## config.mk

```make
export PLATFORM = sky130hd
export DESIGN_NAME = spi_controller
export DESIGN_NICKNAME = d
export VERILOG_FILES = /design/src/rtl/spi_controller.sv
export SDC_FILE = /design/constraint.sdc
export NUM_CORES = 1
export LEC_CHECK = 0
export ABC_AREA = 1
export CAP_MARGIN = 40
export CORE_UTILIZATION = 50
export CTS_BUF_LIST = sky130_fd_sc_hd__clkbuf_16
export CTS_CLUSTER_DIAMETER = 80
export DETAILED_ROUTE_END_ITERATION = 8
export DONT_BUFFER_PORTS = 1
export PLACE_DENSITY = 0.68
export SYNTH_ARGS = -nofsm -noshare
export SYNTH_HDL_FRONTEND = slang
export SYNTH_SLANG_ARGS = --single-unit
```

## constraint.sdc

```tcl
create_clock -name clk_sys_i -period 2.9 [get_ports clk_sys_i]
set_input_delay 0.29 -clock clk_sys_i [delete_from_list [all_inputs] [get_ports clk_sys_i]]
set_output_delay 0.29 -clock clk_sys_i [all_outputs]
set_load 0.1 [all_outputs]
```

## src/rtl/spi_controller.sv

```systemverilog
// SPI Mode 0 initiator with a byte-wide valid/ready front end; tx_last_i frames CS_N.
// Define SPI_CONTROLLER_LOOPBACK_EN to add loopback_i, which feeds MOSI back into the receiver.

module spi_controller #(
   parameter int unsigned SCK_HALF_PERIOD = 4,
   parameter int unsigned CS_GAP          = 4
) (
   input  logic       clk_sys_i,
   input  logic       reset_ni,
   input  logic [7:0] tx_byte_i,
   input  logic       tx_last_i,
   input  logic       tx_valid_i,
   output logic       tx_ready_o,
   output logic [7:0] rx_byte_o,
   output logic       rx_valid_o,
   output logic       busy_o,
   output logic       spi_cs_no,
   output logic       spi_sck_o,
   output logic       spi_tx_o,
`ifdef SPI_CONTROLLER_LOOPBACK_EN
   input  logic       loopback_i,
`endif
   input  logic       spi_rx_i
);

   if (SCK_HALF_PERIOD < 2) begin : g_bad_half_period
      $fatal(1, "SCK_HALF_PERIOD must be at least 2");
   end
   if (CS_GAP < 1) begin : g_bad_cs_gap
      $fatal(1, "CS_GAP must be at least 1");
   end
   if (2 * SCK_HALF_PERIOD > 65536 || CS_GAP > 65536) begin : g_bad_range
      $fatal(1, "SCK_HALF_PERIOD or CS_GAP too large for the 16-bit counter");
   end

   localparam logic [15:0] HalfLoad = 16'(SCK_HALF_PERIOD - 1);
   // HOLD spans the trailing SCK-low half of the last bit plus one half-period of CS_N hold.
   localparam logic [15:0] HoldLoad = 16'(2 * SCK_HALF_PERIOD - 1);
   localparam logic [15:0] GapLoad  = 16'(CS_GAP - 1);

   typedef enum logic [2:0] {StIdle, StLow, StHigh, StNext, StHold, StGap} state_e;

   state_e      state;
   logic [15:0] cnt;
   logic [2:0]  bit_count;
   logic [7:0]  tx_shift;
   logic [7:0]  rx_shift;
   logic [1:0]  rx_sync;
   logic        last_q;
   logic        rx_in;

`ifdef SPI_CONTROLLER_LOOPBACK_EN
   logic loopback_q;

   always_ff @(posedge clk_sys_i or negedge reset_ni) begin
      if (!reset_ni) begin
         loopback_q <= 1'b0;
      end else if (state == StIdle) begin
         loopback_q <= loopback_i;
      end
   end

   assign rx_in = loopback_q ? spi_tx_o : spi_rx_i;
`else
   assign rx_in = spi_rx_i;
`endif

   always_ff @(posedge clk_sys_i or negedge reset_ni) begin
      if (!reset_ni) begin
         state      <= StGap;
         cnt        <= GapLoad;
         bit_count  <= 3'd0;
         tx_shift   <= 8'h00;
         rx_shift   <= 8'h00;
         rx_sync    <= 2'b00;
         last_q     <= 1'b0;
         spi_cs_no  <= 1'b1;
         spi_sck_o  <= 1'b0;
         spi_tx_o   <= 1'b0;
         tx_ready_o <= 1'b0;
         rx_valid_o <= 1'b0;
         rx_byte_o  <= 8'h00;
         busy_o     <= 1'b0;
      end else begin
         rx_sync    <= {rx_sync[0], rx_in};
         rx_valid_o <= 1'b0;
         unique case (state)
            StIdle, StNext: begin
               if (tx_valid_i && tx_ready_o) begin
                  tx_shift   <= tx_byte_i;
                  last_q     <= tx_last_i;
                  spi_tx_o   <= tx_byte_i[7];
                  bit_count  <= 3'd0;
                  spi_cs_no  <= 1'b0;
                  tx_ready_o <= 1'b0;
                  busy_o     <= 1'b1;
                  cnt        <= HalfLoad;
                  state      <= StLow;
               end
            end
            StLow: begin
               if (cnt == 16'd0) begin
                  spi_sck_o <= 1'b1;
                  cnt       <= HalfLoad;
                  state     <= StHigh;
               end else begin
                  cnt <= cnt - 16'd1;
               end
            end
            StHigh: begin
               if (cnt == 16'd0) begin
                  spi_sck_o <= 1'b0;
                  // rx_sync[1] is MISO as it stood two cycles ago, already settled after the
                  // previous falling edge.
                  rx_shift  <= {rx_shift[6:0], rx_sync[1]};
                  if (bit_count != 3'd7) begin
                     spi_tx_o  <= tx_shift[6];
                     tx_shift  <= {tx_shift[6:0], 1'b0};
                     bit_count <= bit_count + 3'd1;
                     cnt       <= HalfLoad;
                     state     <= StLow;
                  end else begin
                     rx_byte_o  <= {rx_shift[6:0], rx_sync[1]};
                     rx_valid_o <= 1'b1;
                     if (last_q) begin
                        cnt   <= HoldLoad;
                        state <= StHold;
                     end else begin
                        tx_ready_o <= 1'b1;
                        state      <= StNext;
                     end
                  end
               end else begin
                  cnt <= cnt - 16'd1;
               end
            end
            StHold: begin
               if (cnt == 16'd0) begin
                  spi_cs_no <= 1'b1;
                  cnt       <= GapLoad;
                  state     <= StGap;
               end else begin
                  cnt <= cnt - 16'd1;
               end
            end
            StGap: begin
               if (cnt == 16'd0) begin
                  tx_ready_o <= 1'b1;
                  busy_o     <= 1'b0;
                  state      <= StIdle;
               end else begin
                  cnt <= cnt - 16'd1;
               end
            end
            default: begin
               spi_cs_no  <= 1'b1;
               spi_sck_o  <= 1'b0;
               tx_ready_o <= 1'b0;
               cnt        <= GapLoad;
               state      <= StGap;
            end
         endcase
      end
   end

endmodule

```

=== Yosys cells after proc, flatten, opt, wreduce, memory -nomap -nowiden ===
Index checks and enable logic that the tools add are counted.

* Word-level logic and storage cells: 96
* Bits of input ports: 13
* Output and inout port bits: 14
* Bits in registers: 53

* Reduce and logical (&&, ||, !) cells: 19
* Add/sub/neg operators: 2
* Multiplexer cells: 41
* Equality and inequality tests: 16
* Bitwise logic cells: 4

{| class="wikitable"
|+ Operators by type and width
! cell !! number
|-
| 16-bit two-way mux || 6
|-
| 16-bit one-hot mux with 4 select lines || 1
|-
| 3-bit two-way mux || 10
|-
| 7-bit two-way mux || 3
|-
| 2-bit inequality test, second input constant || 9
|-
| 16-bit logical NOT || 1
|-
| 16-bit by 1-bit subtractor with 16-bit output, second input constant || 1
|-
| 3-bit one-hot mux with 5 select lines || 1
|-
| 3-bit AND reduction || 5
|-
| 7-bit one-hot mux with 2 select lines || 1
|-
| 1-bit two-way mux || 13
|-
| 3-bit by 2-bit equality test with 1-bit output, second input constant || 2
|-
| 3-bit equality test, second input constant || 2
|-
| 1-bit one-hot mux with 3 select lines || 2
|-
| 3-bit one-hot mux with 2 select lines || 1
|-
| 6-bit AND reduction || 1
|-
| 5-bit AND reduction || 1
|-
| 4-bit inequality test, second input constant || 1
|-
| 1-bit inverter || 4
|-
| 1-bit one-hot mux with 2 select lines || 2
|-
| 1-bit one-hot mux with 4 select lines || 1
|-
| 2-bit AND reduction || 2
|-
| 4-bit AND reduction || 1
|-
| 2-bit nonzero test || 2
|-
| 8 further kinds || 9
|}

=== Longest topological paths before layout ===
Gate-level depths: netlist of run 1.

* Depth in word-level cells: 4
* Gate-level depth with buffers: 11
* Mapped depth without buffers: 11

=== Least setup slack after synthesis of run 1 ===
No wires, ideal clock.

* Kind: register to register
* Start: register tx_ready_o
* End: register cnt[12]
* Library setup time: 0.123 ns
* Slack: 0.910 ns
* Arrival time: 1.867 ns
* Data required time: 2.777 ns
* Stages on the path, launching flop included: 9
* Buffers on the path: 1
* Clock period less this slack: 1.990 ns
* Cell sequence: dfrtp_1 > nand2_1 > inv_1 > nor2_2 > inv_2 > clkbuf_1 > nand4_1 > nand2_1 > nor2_1

* Word-level cells in the longest chain between the ends: 3

{| class="wikitable"
|+ RTL lines
! what !! line !! source
|-
| start, declared || 13 || <nowiki>output logic tx_ready_o,</nowiki>
|-
| start signal, assigned || 80 || <nowiki>tx_ready_o <= 1'b0;</nowiki>
|-
| start signal, assigned || 95 || <nowiki>tx_ready_o <= 1'b0;</nowiki>
|-
| start signal, assigned || 129 || <nowiki>tx_ready_o <= 1'b1;</nowiki>
|-
| 1-bit logical AND || 89 || <nowiki>if (tx_valid_i && tx_ready_o) begin</nowiki>
|-
| 2-bit inequality test (no source line) || - ||
|-
| 3-bit AND reduction (no source line) || - ||
|-
| end signal, assigned || 97 || <nowiki>cnt <= HalfLoad;</nowiki>
|-
| end signal, assigned || 104 || <nowiki>cnt <= HalfLoad;</nowiki>
|-
| end signal, assigned || 107 || <nowiki>cnt <= cnt - 16'd1;</nowiki>
|-
| end, declared || 44 || <nowiki>logic [15:0] cnt;</nowiki>
|}

Every way passes these cells.
A chain may end at the register's enable or synchronous reset.

=== Final worst setup path of run 1 ===
* Start: register bit_count[0]
* End: register cnt[6]

* Word-level cells in the longest chain between the ends: 4

{| class="wikitable"
|+ RTL lines
! what !! line !! source
|-
| start, declared || 45 || <nowiki>logic [2:0] bit_count;</nowiki>
|-
| start signal, assigned || 119 || <nowiki>bit_count <= bit_count + 3'd1;</nowiki>
|-
| 3-bit inequality test (*) || 116 || <nowiki>if (bit_count != 3'd7) begin</nowiki>
|-
| 16-bit two-way mux || 116 ||
|-
| 16-bit two-way mux || 111 || <nowiki>if (cnt == 16'd0) begin</nowiki>
|-
| 16-bit one-hot mux with 4 select lines || 87 || <nowiki>unique case (state)</nowiki>
|-
| end signal, assigned || 97 ||
|-
| end signal, assigned || 120 || <nowiki>cnt <= HalfLoad;</nowiki>
|-
| end signal, assigned || 126 || <nowiki>cnt <= HoldLoad;</nowiki>
|}

Mark *: on every way between the ends. The rest lies on a longest branch, timed or not.

==> run summary, run 1 <==
The fraction of power spent switching nets is 0.485. The arrival time at the worst endpoint came out at 2.16 ns. The critical path in this run is classified as flop to flop. The hold path depth came out at 0. The highest fanout seen on the critical path came out at 19.

The number of nets in the layout came out at 382. Headroom to the max-slew limit came out at 0.402. At the later pin of the worst-skew pair, clock insertion delay measures roughly 0.29 ns. The most common cell in the synthesized netlist is sky130_fd_sc_hd__nand2_1. The setup TNS after final layout is 0 ns. In the final layout, the share of cells above drive strength 1 is 0.180. Relative to the synthesized area, the layout overhead comes to 11.2%. The flow ran to the end, and the final reports show no timing, DRC or antenna violations. The post-route worst hold slack is 0.0248 ns. The wire length per cell came out at 13.0 um.

Clock tree synthesis inserted a total of 5 buffers. The number of global-route vias before repair came out at 2,118. The commonest cells after synthesis are sky130_fd_sc_hd__nand2_1 (87), sky130_fd_sc_hd__dfrtp_1 (48), sky130_fd_sc_hd__inv_1 (43). The first-pass GRT wire length came out at 9850 um. CTS built an H-tree with a depth of 2. The row count came out at 27. The tree is rooted in a sky130_fd_sc_hd__clkbuf_16. The part of the power in combinational logic came out at 0.441. The largest net degree at the start of global routing is 54. The fraction of registers with async set or reset after synthesis came out at 1.00. Summing internal, switching and leakage power gives 3320 uW. The number of diodes came out at 0. The number of library cell types mapped by synthesis came out at 30. The net switching power is 1610 uW. Setup repair after global routing left no endpoint under its margin.

Pin placement for this block handled 27 I/O pins. The total grt overflow came out at 0. The longest clock path from root to sink contains 2 buffers.

The number of post-CTS setup repair buffers is 0. The die outline height came out at 78.0 um. The maximum clock skew at final layout is 0.00667 ns. The portion of total power attributed to sequential cells came out at 0.378. The die outline width came out at 78.0 um. After legalization and detailed placement, the total HPWL measured 4040 um.

The iteration-0 DRC count of the detailed router came out at 206. The vias per cell is 5.13. The timing-limited maximum frequency is 503 MHz. The share of synthesized area in the top cell type comes to 0.416. The count of final hold-check violations was 0. The aggregate global-route resource usage came out at 0.205. The smallest clock period supported by the final layout is computed as a little under 2 ns. The summed instance area of the synthesized netlist is 0.00289 mm^2.

The average cell area after synthesis is 8.07 um^2. The number of synthesized flops with an enable pin is 0. The floorplan core area is around 0.0055 mm^2. The post-route antenna net violation count came out at 0. The leakage power came out at 0.00161 uW. Ranked by total cell area, the synthesized netlist is headed by sky130_fd_sc_hd__dfrtp_1 (42%), sky130_fd_sc_hd__nand2_1 (11%), sky130_fd_sc_hd__inv_1 (5.6%).

The via count came out at 2,246. The number of remaining DRC errors is 0. The detailed-routing iteration count for the pre-antenna-repair pass is 4. The capturing element type of the critical path is a flop. In this run the tool buffered the top-level ports with 0 buffer cells. The total wirelength of the detailed-routed design is approximately 5700 um. The die outline area came out at 0.00609 mm^2. Internal power comes to roughly 1700 uW.

The share of the Yosys chip area taken by registers is 0.461. For this run, the number of Yosys warnings is 0. In the synthesized netlist the dominant register cell turns out to be sky130_fd_sc_hd__dfrtp_1. After technology mapping, the gate count stands at 358. The number of cells on the worst reg-to-reg path came out at 10.

The number of max-slew violations in the final report came out at 0. The path class of the lowest-slack min-delay path is primary input to flop. The clock transition at the registers of the reported paths is 0.07 ns.

The part of the power in the clock network came out at 0.181. The number of max-cap violations is 0. The required time of the worst setup path came out at 3.07 ns. The count of endpoints failing setup in the final report is 0. The number of storage elements in the synthesis netlist came out at 53. The type of origin of the critical path is a flop. The share of the clock period used by the worst path after layout came out at 0.686. The number of nets produced by synthesis is 375. At the pin with the least slew margin, the transition time is roughly 0.9 ns. The largest voltage drop on the vdd net came out at 0.000555 V. sky130_fd_sc_hd__dfrtp_1 takes more of the synthesized area than any other cell.

The clock tree from TritonCTS is done. The number of antenna violations at the first check in global routing came out at 0. For this configuration, the core starts out at a cell density of 0.521. The clock net in this run drives a total of 53 sinks. The cell area power density came out at 1030 mW/mm^2. Routability-driven placement finished with a final weighted congestion of approximately 0.86.
[critical path: stages (launching register included)]
cell,delay [ns]
sky130_fd_sc_hd__dfrtp_1,0.39
sky130_fd_sc_hd__ha_1,0.21
sky130_fd_sc_hd__ha_1,0.24
sky130_fd_sc_hd__inv_1,0.09
sky130_fd_sc_hd__nor2_1,0.05
sky130_fd_sc_hd__nand3_1,0.12
sky130_fd_sc_hd__nand2_2,0.07
sky130_fd_sc_hd__nand3_4,0.17
sky130_fd_sc_hd__nand2_2,0.20
sky130_fd_sc_hd__nor2_4,0.24
sky130_fd_sc_hd__nor2_1,0.09
[cell usage in the layout, fill, tap and decap left out, drive strengths merged]
master / instances
o21ai: 31
nor3: 6
nand4: 14
nor2: 44
o21bai: 1
ha: 4
a21oi: 10
dfstp: 5
dfrtp: 48
nand3: 26
o22ai: 2
clkbuf: 5
dlygate4sd3: 1
xor2: 1
clkinv: 1
mux2i: 7
inv: 52
clkinvlp: 1
nand2: 101
buf: 6
[cells by family after synthesis]
logic type                 synth area share
DFF                                   0.461
muxes                                0.0243
xor gates and xnor gates            0.00303
adders and majority gates            0.0173
buffers and inverters                0.0853
AOI/OAI and AO/OA                    0.0948
and+or+nand+nor                       0.314
[power by group through the flow]
stage	Sequential, uW	Clock (uW)	Combinational [uW]
after floorplan	1280	0	1170
after global placement	1260	0	1400
after detailed placement	1270	0	1440
after CTS	1260	615	1470
after global routing	1280	654	1660
final	1260	602	1460
[path summary, 6_finish.rpt]
check	slack, ns	from	to
setup reg to reg	0.91	bit_count[0]	cnt[6]
setup / recovery	0.91	bit_count[0]	cnt[6]
min in group asynchronous	0.51	reset_ni	tx_ready_o
hold reg to reg	0.36	rx_sync[0]	rx_sync[1]
max in group asynchronous	2.11	reset_ni	cnt[0]
hold / removal	0.02	spi_rx_i	rx_sync[0]
[per-stage QoR]
step / setup slack [ns] / cell area, um^2 / util / instances
final: 0.911 / 3210 / 0.580 / 438
after global routing: 0.735 / 3210 / 0.580 / 438
after CTS: 0.899 / 3210 / 0.580 / 438
after detailed placement: 0.928 / 3020 / 0.546 / 428
after global placement: 0.994 / 2940 / 0.531 / 425
after floorplan: 0.910 / 2890 / - / 358
[state kept, by name (all words and copies together), names as in the netlist]
name,count
tx_ready_o,1
last_q,1
busy_o,1
spi_cs_no,1
spi_tx_o,1
rx_valid_o,1
spi_sck_o,1
rx_shift,7
rx_byte_o,8
bit_count,3
cnt,16
tx_shift,7
state,3
rx_sync,2
[per-layer routing]
layer  GRT usage  part of all wire  routed length [um]
met5           0                 0                   0
met4      0.0463            0.0086                  49
met3      0.0500             0.042                 238
met2       0.329              0.46                2620
met1       0.283              0.49                2770
[cell type report]
class | count | area (um^2)
Timing Repair Buffer | 7 | 135
Tap cell | 72 | 90.1
Clock inverter | 3 | 25.0
Clock buffer | 5 | 125
Multi-Input combinational cell | 247 | 1310
Fill cell | 515 | 2330
Inverter | 51 | 194
Sequential cell | 53 | 1330
[repair_timing]
item,4_1_cts,5_1_grt
hold buffers,2,0
gates resized for setup,0,0
hold endpoints to repair,53,0
setup endpoints to repair,0,0
(Power assumes the default switching activity.)
==> run 2, diff against run 1 <==
--- a/config.mk
+++ b/config.mk
@@ -12,7 +12,7 @@
 export CTS_CLUSTER_DIAMETER = 80
 export DETAILED_ROUTE_END_ITERATION = 8
 export DONT_BUFFER_PORTS = 1
-export PLACE_DENSITY = 0.68
+export PLACE_DENSITY = 0.71
 export SYNTH_ARGS = -nofsm -noshare
 export SYNTH_HDL_FRONTEND = slang
 export SYNTH_SLANG_ARGS = --single-unit
==> constraint.sdc (replaced) <==
create_clock -name clk_sys_i -period 1.8 [get_ports clk_sys_i]
set_input_delay 0.18 -clock clk_sys_i [delete_from_list [all_inputs] [get_ports clk_sys_i]]
set_output_delay 0.18 -clock clk_sys_i [all_outputs]
set_load 0.1 [all_outputs]
==> run 2 against run 1 <==
  * Worst setup slack got worse by 0.84 ns
  * Clock-buffer cell count unchanged
  * Final cell count increased by 6.4%
  * Critical path depth unchanged
  * Clock power increased by 86%
  * Sequential share of layout area decreased by 3.3 points
  * Design area increased by 8.7%
  * Maximum frequency increased by 15%
==> run summary, run 2 (synthesized netlist as in run 1, its figures left out) <==
The run finished with clean final reports. Traced cell by cell, the critical path runs through ha_1, ha_2, inv_2, nor2_4, nand3_2, nand2_2, nand3_4, nand2_8, nor2_4, nor2_1. The aggregate global-route resource usage came to 0.211 (+0.00567). Tracing the worst setup path back leads to its startpoint at bit_count[0].

The final-layout fill cell count came out at 504 (-2.1%). In this run the worst setup path terminates at cnt[8]. The capturing element type of the critical path is a flop. The setup slack of the most critical reg-to-reg path is 0.07 ns (-0.84 ns). The minimum setup slack in the final design is 0.0737 ns (-0.837 ns). The leakage power was 0.00179 uW (+11%).

The row count is 27 (unchanged). The cell area power density is 1710 mW/mm^2 (+65%). The via count came out at 2,431 (+8.2%). The classification of the worst setup path is flop to flop.

The total wirelength of the detailed-routed design is 6120 um (+7.7%). The maximum clock skew at final layout came out at 0.00881 ns (+0.00214 ns). The sink count of the clock tree came out at 53 (unchanged). The endpoint identified for the worst register-to-register timing path is cnt[8]. The starting density of the core came out at 0.521 (unchanged). The cell area after placement is 0.00312 mm^2 (+3.2%). The H-tree depth came out at 2 (unchanged). The die outline area came out at 0.00609 mm^2 (unchanged).

The number of remaining DRC errors is 0 (unchanged). The number of placed instances with taps included is 447 (+4.4%). The iteration-0 DRC count of the detailed router came out at 208 (+0.97%).

The highest fanout seen on the critical path is 10 (-9). The post-layout minimum cycle time came to 1.73 ns (-0.263 ns). The wire length per cell came to 13.1 um (+1.3%).

The largest net degree at the start of global routing is 54 (unchanged). Compared with the post-synthesis result, the final layout area differs by 20.8%. The library cell used most frequently in the layout, excluding fill and tap cells, is sky130_fd_sc_hd__nand2_1. The share of the clock period used by the worst path after layout came out at 0.959 (+0.273). The number of cells on the worst reg-to-reg path came out at 10 (unchanged). The final design utilization was 0.630 (+0.0504). The top cell types in the final layout, fill and taps aside, are sky130_fd_sc_hd__nand2_1 (87), sky130_fd_sc_hd__dfrtp_1 (47), sky130_fd_sc_hd__inv_1 (40). The total grt overflow came out at 0 (unchanged). The tightest slew margin relative to the limit is 0.803 (+0.401). The total CTS buffers is 5 (unchanged). Setup repair after global routing could not meet its margin everywhere. Grouping stages by cell kind, the critical path spends the most delay in simple AND/OR/NAND/NOR gates. The number of buffer cells added on primary ports came to 0 (unchanged). The first-pass GRT wire length came out at 10,100 um (+3.1%). The number of max-slew violations in the final report is 0 (unchanged). The clock transition at the registers of the reported paths came out at 0.08 ns (about the same).

The die outline height is 78.0 um (unchanged). The largest voltage drop on the vdd net is 0.000910 V (+64%). The number of standard cells in the layout, taps in and fillers out is 466 (+6.4%). The hold path depth is 2 (+2). The number of global-route vias before repair is 2,256 (+6.5%). The detailed-routing iteration count for the pre-antenna-repair pass is 4 (unchanged). The number of flip-flops under the largest register name came out at 16 (unchanged). The post-route worst hold slack is 0.0133 ns (-0.0114 ns). The slowest stage of the critical path is the sky130_fd_sc_hd__dfrtp_1 cell.

The count of endpoints failing setup in the final report is 0 (unchanged). The required time of the worst setup path came out at 1.97 ns (-1.10 ns). The floorplan core area came out at 0.00554 mm^2 (unchanged). The detailed-placement wirelength estimate came out at 4090 um (+1.2%). The largest registers in the layout are cnt x16, rx_byte_o x8. The cell area after layout is 0.00349 mm^2 (+8.7%). The peak per-stage delay on the critical path is 0.40 ns (about the same).

The pre-CTS worst setup slack came out at -0.0345 ns (-0.962 ns). TritonCTS built the clock tree. The number of buffer and inverter instances along the worst setup path is 1 (unchanged). The number of max-cap violations came out at 0 (unchanged). The vias per cell was 5.22 (+1.7%). The arrival time at the worst endpoint came out at 1.89 ns (-0.27 ns). The number of logic stages on the critical path including buffering is 10 (unchanged). The number of diodes is 0 (unchanged). The count of final hold-check violations came out at 0 (unchanged).

Counting stages on the worst path, the most repeated cell is sky130_fd_sc_hd__nor2_4. The routability congestion estimate came out at 0.845 (-1.8%). The timing-limited maximum frequency came out at 579 MHz (+15%). The post-route antenna net violation count came out at 0 (unchanged).

The register with the most flip-flops in the final layout is cnt. The path class of the lowest-slack min-delay path is primary input to flop. The number of nets in the layout came out at 410 (+7.3%). The worst register-to-register path begins at bit_count[0]. The number of antenna violations at the first check in global routing came out at 0 (unchanged).

The die outline width came out at 78.0 um (unchanged). The clock latency of the later-clocked register in the worst-skew pair is 0.29 ns (about the same). The root buffer cell is sky130_fd_sc_hd__clkbuf_16. The proportion of layout cells with a drive suffix above 1 is 0.266 (+0.0862). The maximum clock path buffer count came out at 2 (unchanged). The type of origin of the critical path is a flop. The count of boundary I/O pins is 27 (unchanged). The actual transition at the worst max-transition pin came out at 0.295 ns (-0.602 ns).
## run 2: per-stage QoR
step	power, uW	TNS [ns]
6_report	5960	0
5_1_grt	6390	-0.0567
4_1_cts	5810	0
3_5_place_dp	4620	-0.0692
3_3_place_gp	4560	0
2_1_floorplan	3960	0
## run 2: cell type report
type	instances	area [um^2]	area share
timing repair buffer	33	310	0.0889
clock inverter	3	47.5	0.0136
multi-input combinational	249	1390	0.398
clock buffer	5	125	0.0358
tap	72	90.1	0.0258
sequential	53	1330	0.382
inverter	51	194	0.0556
## run 2: metal layers
metal / global-route usage / up-vias / share of wire
li1: - / 1217 / -
met3: 0.0314 / 7 / 0.026
met2: 0.334 / 39 / 0.48
met1: 0.296 / 1168 / 0.48
met4: 0.0759 / 0 / 0.012
met5: 0 / - / 0
## run 2: how the worst min path moves through the flow
stage	startpoint	end	slack, ns
after floorplan	reset_ni	bit_count[0]	-0.12
after global placement	reset_ni	spi_sck_o	-0.11
after detailed placement	reset_ni	spi_sck_o	-0.11
after CTS	tx_last_i	last_q	0.009
after global routing	tx_last_i	last_q	0.02
final	tx_last_i	last_q	0.01
## run 2: repair_timing
action / 4_1_cts / 5_1_grt
pin swaps: 1 / 6
resized for setup: 3 / 19
hold endpoints to repair: 54 / 0
setup endpoints to repair: 16 / 23
buffers inserted: 0 / 6
hold buffers: 3 / 0
cloned: 0 / 2
## run 2: power breakdown
part | switching [uW] | internal, uW
combinational | 2090 | 1010
sequential | 218 | 1510
clock | 457 | 667
total | 2770 | 3190
==> run 3, diff against run 2 <==
==> constraint.sdc (replaced) <==
create_clock -name clk_sys_i -period 1.8 [get_ports clk_sys_i]
set_input_delay 0.36 -clock clk_sys_i [delete_from_list [all_inputs] [get_ports clk_sys_i]]
set_output_delay 0.36 -clock clk_sys_i [all_outputs]
set_load 0.1 [all_outputs]
==> run 3 against run 2 <==
  * Clock skew fell by 0.0017 ns
  * Sequential share of layout area fell by 0.87 points
  * Via count rose by 0.99%
  * First-iteration DRC count fell by 37%
  * Global-route usage rose by 0.19 points
  * Register-to-register slack got worse by 0.02 ns
==> run summary, run 3 (synthesized netlist as in run 1, its figures left out) <==
The leakage power came out at 0.00179 uW (+0.45%). The internal cell power is 3180 uW (-0.21%). The number of antenna violations at the first check in global routing was 0 (unchanged). For hold timing, the worst endpoint is rx_sync[0]. The end of the worst register-to-register path is rx_byte_o[3]. The cell area after placement is 0.00312 mm^2 (unchanged).

The starting density of the core is 0.521 (unchanged). The flow ran to the end, and the final reports show no timing, DRC or antenna violations. The clock transition at the registers of the reported paths came to 0.07 ns (about the same).

The actual transition at the worst max-transition pin is 0.502 ns (+0.207 ns). The post-layout minimum cycle time is 1.74 ns (+0.0153 ns). The count of endpoints failing setup in the final report was 0 (unchanged). The iteration-0 DRC count of the detailed router came to 132 (-37%). The maximum clock skew at final layout came out at 0.00708 ns (-0.00173 ns). The detailed-routing iteration count for the pre-antenna-repair pass is 4 (unchanged). The worst setup path is of the flop to flop kind.

The vias per cell came out at 5.26 (+0.77%). The number of nets in the layout came out at 412 (+0.49%). Setup repair after global routing could not meet its margin everywhere. The number of buffer cells added on primary ports was 0 (unchanged). The die outline width is 78.0 um (unchanged).

The largest voltage drop on the vdd net came to 0.000841 V (-7.6%). The met1 usage in global routing came out at 0.287 (-0.00947). The detailed-placement wirelength estimate is 3970 um (-2.7%). The signed area change from the synthesized netlist to the final layout is 23.6%. The final design utilization is 0.645 (+0.0147). CTS placed an instance of sky130_fd_sc_hd__clkbuf_16 at the clock tree root. The number of max-slew violations in the final report is 0 (unchanged). The setup slack of the most critical reg-to-reg path came out at 0.06 ns (-0.02 ns). The maximum clock path buffer count is 2 (unchanged). The capturing element type of the critical path is a flop. The most used routing layer is met2. The number of global-route vias before repair is 2,259 (+0.13%). The number of cells on the worst reg-to-reg path was 9 (-1). The register area is 0.00133 mm^2 (unchanged). The pre-CTS worst setup slack is -0.00354 ns (+0.0310 ns). The row count is 27 (unchanged). The routability congestion estimate came out at 0.822 (-2.7%).

The number of max-cap violations is 0 (unchanged). The total CTS buffers came to 5 (unchanged). The total grt overflow came out at 0 (unchanged). The total wirelength of the detailed-routed design is 6300 um (+2.9%). The library cells used most frequently in the layout, excluding fill and tap cells, are sky130_fd_sc_hd__nand2_1 (87), sky130_fd_sc_hd__dfrtp_1 (47), sky130_fd_sc_hd__inv_1 (41). The part of the power in combinational logic is 0.513 (-0.008). The H-tree depth came out at 2 (unchanged). The worst setup path is launched from a flop.

The required time of the worst setup path is 1.98 ns (about the same). The post-route worst hold slack is 0.0936 ns (+0.0803 ns). The first-pass GRT wire length came to 10,200 um (+0.55%). The die outline height is 78.0 um (unchanged). The largest registers in the layout are cnt x16, rx_byte_o x8. The sink count of the clock tree was 53 (unchanged). The path class of the lowest-slack min-delay path is primary input to flop.

Counting flops per register, the top entry is cnt. The die outline area came out at 0.00609 mm^2 (unchanged). The net switching power came out at 2780 uW (+0.39%). The timing-limited maximum frequency came out at 574 MHz (-0.88%). The count of final hold-check violations was 0 (unchanged). The wire length per cell came out at 13.5 um (+2.7%). The tightest slew margin relative to the limit is 0.666 (-0.138). The cell area power density is 1670 mW/mm^2 (-2.2%).

The met2 routing resource usage after global routing came out at 0.347 (+0.0133). The aggregate global-route resource usage is 0.213 (+0.00188). The routing usage on met3 was 0.0372 (+0.00581). The portion of total power attributed to sequential cells came out at 0.305 (+0.015). The number of diodes is 0 (unchanged). The cell area after layout is 0.00357 mm^2 (+2.3%). The clock latency of the later-clocked register in the worst-skew pair was 0.29 ns (about the same).

The share of the clock period used by the worst path after layout was 0.968 (+0.00848). The count of boundary I/O pins came out at 27 (unchanged). The post-route antenna net violation count was 0 (unchanged). The startpoint of the worst register-to-register path is cnt[2].

The hold path depth came out at 0 (-2). The area of the multi-input gates came out at 0.00144 mm^2 (+3.2%). The minimum setup slack in the final design is 0.0584 ns (-0.0153 ns). The worst hold path begins at spi_rx_i. The setup TNS after final layout is 0 ns (unchanged). The highest fanout seen on the critical path is 4 (-6). The floorplan core area is 0.00554 mm^2 (unchanged). TritonCTS built the clock tree. The largest net degree at the start of global routing came out at 54 (unchanged). The via count came out at 2,455 (+0.99%). The fraction of power spent switching nets is 0.466 (+0.00148). The final-layout fill cell count is 464 (-7.9%). The arrival time at the worst endpoint is 1.92 ns (+0.03 ns).

The proportion of layout cells with a drive suffix above 1 is 0.281 (+0.0145). The number of remaining DRC errors came out at 0 (unchanged). The most common library cell in the layout ignoring fill and taps is sky130_fd_sc_hd__nand2_1. The number of flip-flops under the largest register name came out at 16 (unchanged). The part of the power in the clock network is 0.182 (-0.007).
## run 3: cell count changes in the layout (fill, tap and decap cells not counted), sizes merged
| cell | delta |
|---|---|
| buf | +1 |
| clkbuf | +2 |
| dlygate4sd3 | -1 |
| inv | -1 |
## run 3: cell type report
| class | count | share of cell area |
|---|---|---|
| clock buffer | 5 | 0.0350 |
| multi-input combinational | 249 | 0.402 |
| inverter | 51 | 0.0550 |
| clock inverter | 2 | 0.0109 |
| timing repair buffer | 35 | 0.0988 |
| sequential | 53 | 0.373 |
| tap | 72 | 0.0252 |
## run 3: worst max-delay path by stage
stage / startpoint / end / slack (ns) / depth (start not counted)
3_5_place_dp: cnt[0] / rx_byte_o[7] / -0.004 / 10
5_1_grt: cnt[2] / rx_byte_o[2] / -0.05 / 9
3_3_place_gp: bit_count[0] / cnt[12] / 0.02 / 10
6_report: cnt[2] / rx_byte_o[3] / 0.06 / 9
2_1_floorplan: bit_count[0] / cnt[12] / 0.12 / 11
4_1_cts: bit_count[0] / cnt[6] / 0.02 / 12
## run 3: critical path, cell delays in order (launching register included)
cell and delay (ns):
sky130_fd_sc_hd__dfrtp_1 0.43, sky130_fd_sc_hd__nor2_2 0.17, sky130_fd_sc_hd__nand2_1 0.12, sky130_fd_sc_hd__nor2_4 0.18
sky130_fd_sc_hd__nand2_4 0.09, sky130_fd_sc_hd__nor3_4 0.27, sky130_fd_sc_hd__buf_4 0.16, sky130_fd_sc_hd__nand2_2 0.08
sky130_fd_sc_hd__nand2_1 0.08, sky130_fd_sc_hd__o21ai_2 0.05
## run 3: repair_timing
action,4_1_cts,5_1_grt
setup endpoints to repair,8,24
pin swaps,1,12
hold buffers,2,0
setup buffers,0,6
gates resized for setup,2,27
gates cloned,0,5
endpoints found under the hold margin,53,0
## run 3: power by group through the flow
stage / Clock, uW / Combinational [uW] / Sequential (uW)
after floorplan: 0 / 1890 / 2060
after global placement: 0 / 2750 / 1810
after detailed placement: 0 / 2780 / 1830
after CTS: 1120 / 2870 / 1810
after global routing: 1150 / 3410 / 1850
final: 1080 / 3060 / 1820
## run 3: routing by layer
layer / wire length, um / vias to the layer above
met5: 0 / -
met4: 67 / 0
met3: 206 / 6
met2: 3100 / 50
met1: 2920 / 1174
li1: - / 1225
## run 3: metrics by stage
| step | total power (uW) | cells |
|---|---|---|
| 4_1_cts | 5790 | 456 |
| 2_1_floorplan | 3960 | 358 |
| 3_5_place_dp | 4610 | 447 |
| 6_report | 5960 | 467 |
| 3_3_place_gp | 4560 | 447 |
| 5_1_grt | 6420 | 467 |
